--- src/rtl/serializer.sv ---
// serializer: parallel-to-serial converter, MSB first.
//
// Accepts a DATA_BUS_WIDTH-bit word when idle and shifts out its N most
// significant bits, one per clock, starting the cycle after acceptance.
// N is data_mod_i, or DATA_BUS_WIDTH when data_mod_i is zero.
//
// Ports:
//   clk_i          - clock, all state updates on the rising edge
//   srst_i         - asynchronous active-high reset
//   data_i         - parallel word, bit DATA_BUS_WIDTH-1 goes out first
//   data_mod_i     - number of MSBs to send (0 = full width)
//   data_val_i     - request strobe for data_i/data_mod_i
//   ser_data_o     - serial bit (0 whenever ser_data_val_o is 0)
//   ser_data_val_o - ser_data_o carries a valid bit
//   busy_o         - a word is in flight; requests are ignored
module serializer #(
  parameter int unsigned DATA_BUS_WIDTH = 16,
  parameter int unsigned MOD_WIDTH      = $clog2(DATA_BUS_WIDTH)
) (
  input  logic                      clk_i,
  input  logic                      srst_i,
  input  logic [DATA_BUS_WIDTH-1:0] data_i,
  input  logic [MOD_WIDTH-1:0]      data_mod_i,
  input  logic                      data_val_i,
  output logic                      ser_data_o,
  output logic                      ser_data_val_o,
  output logic                      busy_o
);

  // One extra counter bit so a full-width word (N = DATA_BUS_WIDTH) fits.
  localparam int unsigned CNT_W = MOD_WIDTH + 1;

  if (DATA_BUS_WIDTH < 4 || (DATA_BUS_WIDTH & (DATA_BUS_WIDTH - 1)) != 0) begin : g_bad_width
    $error("serializer: DATA_BUS_WIDTH must be a power of two, at least 4");
  end

  typedef enum logic {
    IDLE,
    SHIFT
  } state_t;

  state_t                    state;
  state_t                    state_next;
  logic [DATA_BUS_WIDTH-1:0] shift_reg;
  logic [CNT_W-1:0]          cnt;
  logic [CNT_W-1:0]          load_cnt;
  logic                      accept;
  logic                      last_bit;

  always_comb begin
    load_cnt = (data_mod_i == '0) ? CNT_W'(DATA_BUS_WIDTH) : {1'b0, data_mod_i};
    accept   = (state == IDLE) && data_val_i;
    last_bit = (cnt == CNT_W'(1));
  end

  // State register
  always_ff @(posedge clk_i or posedge srst_i) begin
    if (srst_i) begin
      state <= IDLE;
    end else begin
      state <= state_next;
    end
  end

  // Next-state logic
  always_comb begin
    state_next = state;
    case (state)
      IDLE:    if (data_val_i) state_next = SHIFT;
      SHIFT:   if (last_bit)   state_next = IDLE;
      default: state_next = IDLE;
    endcase
  end

  // Datapath: the MSB of shift_reg is always the bit on the wire in SHIFT.
  always_ff @(posedge clk_i or posedge srst_i) begin
    if (srst_i) begin
      shift_reg <= '0;
      cnt       <= '0;
    end else if (accept) begin
      shift_reg <= data_i;
      cnt       <= load_cnt;
    end else if (state == SHIFT) begin
      shift_reg <= {shift_reg[DATA_BUS_WIDTH-2:0], 1'b0};
      cnt       <= cnt - CNT_W'(1);
    end
  end

  // Outputs decode purely from state, so reset clears them immediately.
  always_comb begin
    ser_data_val_o = (state == SHIFT);
    busy_o         = (state == SHIFT);
    ser_data_o     = (state == SHIFT) && shift_reg[DATA_BUS_WIDTH-1];
  end

endmodule

--- config.mk ---
export PLATFORM = sky130hd
export DESIGN_NAME = serializer
export DESIGN_NICKNAME = d
export VERILOG_FILES = /design/src/rtl/serializer.sv
export SDC_FILE = /design/constraint.sdc
export NUM_CORES = 1
export LEC_CHECK = 0
export CAP_MARGIN = 20
export CELL_PAD_IN_SITES_DETAIL_PLACEMENT = 1
export CELL_PAD_IN_SITES_GLOBAL_PLACEMENT = 2
export CORE_ASPECT_RATIO = 1.25
export CORE_MARGIN = 8
export CORE_UTILIZATION = 27
export DETAILED_ROUTE_END_ITERATION = 12
export PLACE_DENSITY = 0.83
export SYNTH_ARGS = -nofsm -noshare
export SYNTH_HDL_FRONTEND = slang
export SYNTH_SLANG_ARGS = --single-unit
--- constraint.sdc ---
create_clock -name clk_i -period 1.17 [get_ports clk_i]
set_input_delay 0.234 -clock clk_i [delete_from_list [all_inputs] [get_ports clk_i]]
set_output_delay 0.234 -clock clk_i [all_outputs]
set_load 0.02 [all_outputs]
==> results.yml <==
floorplan:
  die_y_um: 88.6
  num_rows: 26
  fp.dieW_um: 74.1
  dieArea_um2: 6560
  core_um2: 4070
  start_util_pct: 28.0
  io_pins: 26
logic_synthesis:
  ys.warnings.count: 0
  synth-seq-cells: 22
  synth.top_cell.area_share_pct: 48.4
  synthTopCellsByArea: "dfrtp_1 (48%), mux2i_1 (14%), o21ai_1 (7.0%)"
  yosysTopAreaCell: "dfrtp_1"
  async_reset_ff_share_pct: 100
  syn_inst: 109
  yosysUniqueCellTypes: 23
  synth_area_um2: 1140
  synth_area_per_cell_um2: 10.4
  synthFlopType: "dfrtp_1"
  synth_edf_count: 0
  ys_seq_area_share_pct: 48.4
  synth_nets: 134
sta:
  tns_ns: -0.0423
  fin_skew_ns: 0.00531
  fmax_mhz: 825
  relSlewSlack_pct: 82.0
  rsz0062_at_grt: "yes"
  final_max_slew_viol_count: 0
  setup_violations: 1
  finalWorstPathRequiredPeriod_ns: 1.21
  tightest_slew_ns: 0.270
  setup_slack_ns: -0.0423
  finalCritPeriodShare_pct: 104
  finalHoldViolCount: 0
setup_path:
  cpPeakStageDelay_ns: 0.44
  r2r_cells: 5
  crit_arrival_ns: 0.98
  reg2reg_slack_ns: 0.04
  critPathKind: "reg -> out"
  reg2reg_from: "cnt[0]"
  crit_path_max_fanout: 4
  worstPathRequired_ns: 0.94
  path_cells: "and2_4 -> buf_6"
  crit_end: "ser_data_o"
  crit_slowest_cell: "dfrtp_2"
  cp-startpoint: "busy_o"
  critPathLaunchType: "flop"
  r2r-end: "cnt[4]"
  crit_path_end_kind: "output pin"
layout:
  nets: 166
  final_layout_size_suffix_gt1_share_pct: 21.4
  stdcell_count: 196
  syn2layout_area_growth_pct: 42.7
  largest_reg_flops: 16
  n_antenna_cell: 0
clock_network:
  cts.htree.levels: 1
  cts_tree: "built"
  clkTransAtPathRegs_ns: 0.08
  holdBufCountCts: 0
  root_buffer: "clkbuf_8"
  cts.sinks: 22
  clockBufferDepth: 2
  cts_made_buffers: 3
  insertion_delay_ns: 0.27
status:
  status: "complete, but fails checks"
  violations: "setup timing"
global_route:
  grt_pass1_wl_um: 4820
  grt_max_degree: 44
  grtUsageTotal_pct: 9.52
  gr-total-overflow: 0
  grt_pass1_vias: 1002
  antenna_found_initial: 0
routing:
  dr.first_iter.drc_count: 47
  via_count: 880
  drt-pass1-iter-count: 4
  routed_wirelength_um: 2880
  postRouteAntennaNets: 0
  drt-vias-per-instance: 4.49
  drt-wirelength-per-cell_um: 14.7
  drc_errors: 0
placed_design:
  dp_hpwl_um: 1960
  gp_routability_congestion: 0.711
  io_buffers: 25
  dp_cells: 191
power:
  p_per_area_nw_per_um2: 1830
  power.leakage_nw: 0.717
  ir_drop_v: 0.000423
run:
  drv_cap: 0
worst_hold_path:
  hold_class: "in -> async"
## cell usage in the layout (no fill, tap or decap), types with 2 or more instances in the layout
| cell | count |
|---|---|
| buf_12 | 3 |
| a21oi_1 | 4 |
| buf_4 | 7 |
| buf_2 | 2 |
| a211oi_1 | 3 |
| a21oi_2 | 2 |
| inv_2 | 2 |
| nor2_1 | 2 |
| mux2i_1 | 16 |
| clkdlybuf4s50_1 | 21 |
| inv_1 | 2 |
| clkbuf_8 | 3 |
| o21ai_1 | 16 |
| nand2_1 | 15 |
| xnor2_1 | 2 |
| nor2b_1 | 4 |
| dfrtp_1 | 21 |
## per-layer routing
metal / up-vias / GRT usage, % / part of all wire (%)
met5: - / 0 / 0
met4: 0 / 3.64 / 0.97
met3: 3 / 1.93 / 5.7
met2: 17 / 16.6 / 54
met1: 428 / 11.0 / 39
li1: 432 / - / -
## worst min-delay path by stage
stage,end,slack (ns)
after global placement,shift_reg[11],0.47
after detailed placement,shift_reg[7],0.48
final,shift_reg[7],0.29
after floorplan,cnt[0],0.22
after CTS,shift_reg[7],0.30
after global routing,cnt[0],0.31
## kinds of logic after synthesis
family / after synthesis / synth area share, %
and+or+nand+nor: 27 / 12.4
AOI/OAI and AO/OA: 26 / 13.1
DFF: 22 / 48.4
muxes: 16 / 14.1
buffers and inverters: 13 / 7.48
xor gates and xnor gates: 3 / 2.31
adders and majority gates: 2 / 2.20
## cell type report
cell class | count | area [µm²]
Multi-Input combinational cell | 74 | 556
Fill cell | 460 | 2440
Sequential cell | 22 | 552
Inverter | 4 | 15.0
Timing Repair Buffer | 36 | 385
Tap cell | 56 | 70.1
Clock buffer | 4 | 45.0
## where the power goes
part           leakage [nW]  switching (mW)  internal [mW]
Combinational         0.410           0.555          0.648
Clock                0.0228           0.248          0.243
Sequential            0.284           0.234           1.04
## through the flow
stage	worst slack (ns)	power, mW	hold slack [ns]	utilization (%)	cell area (µm²)
floorplan	0.000435	1.96	0.223	-	1140
global route	-0.0719	3.18	0.315	39.9	1620
finish	-0.0423	2.97	0.291	39.9	1620
detailed placement	-0.295	2.34	0.480	36.7	1490
global placement	-0.239	2.26	0.465	36.7	1490
CTS	-0.0265	2.92	0.300	39.0	1590
## synth_stat cells, types with 2 or more instances
cell type and number:
dfrtp_1 22, buf_6 2, a211oi_1 3, mux2i_1 16
o21ai_1 16, ha_1 2, xnor2_1 3, inv_1 4
nand2_1 15, nor2_1 2, a21oi_1 5, nor2b_1 4
buf_2 5
## timing repair
item,4_1_cts,5_1_grt
cloned,1,0
setup buffers,0,0
endpoints found under the setup margin,7,4
pin swaps,2,2
gates resized for setup,22,6
## worst max-delay path, delay by kind of cell (launching register included)
kind / cells / cell delay [ns]
DFF: 1 / 0.44
and+or+nand+nor: 1 / 0.15
buffers and inverters: 1 / 0.12
Power figures use the tool's default switching activity.
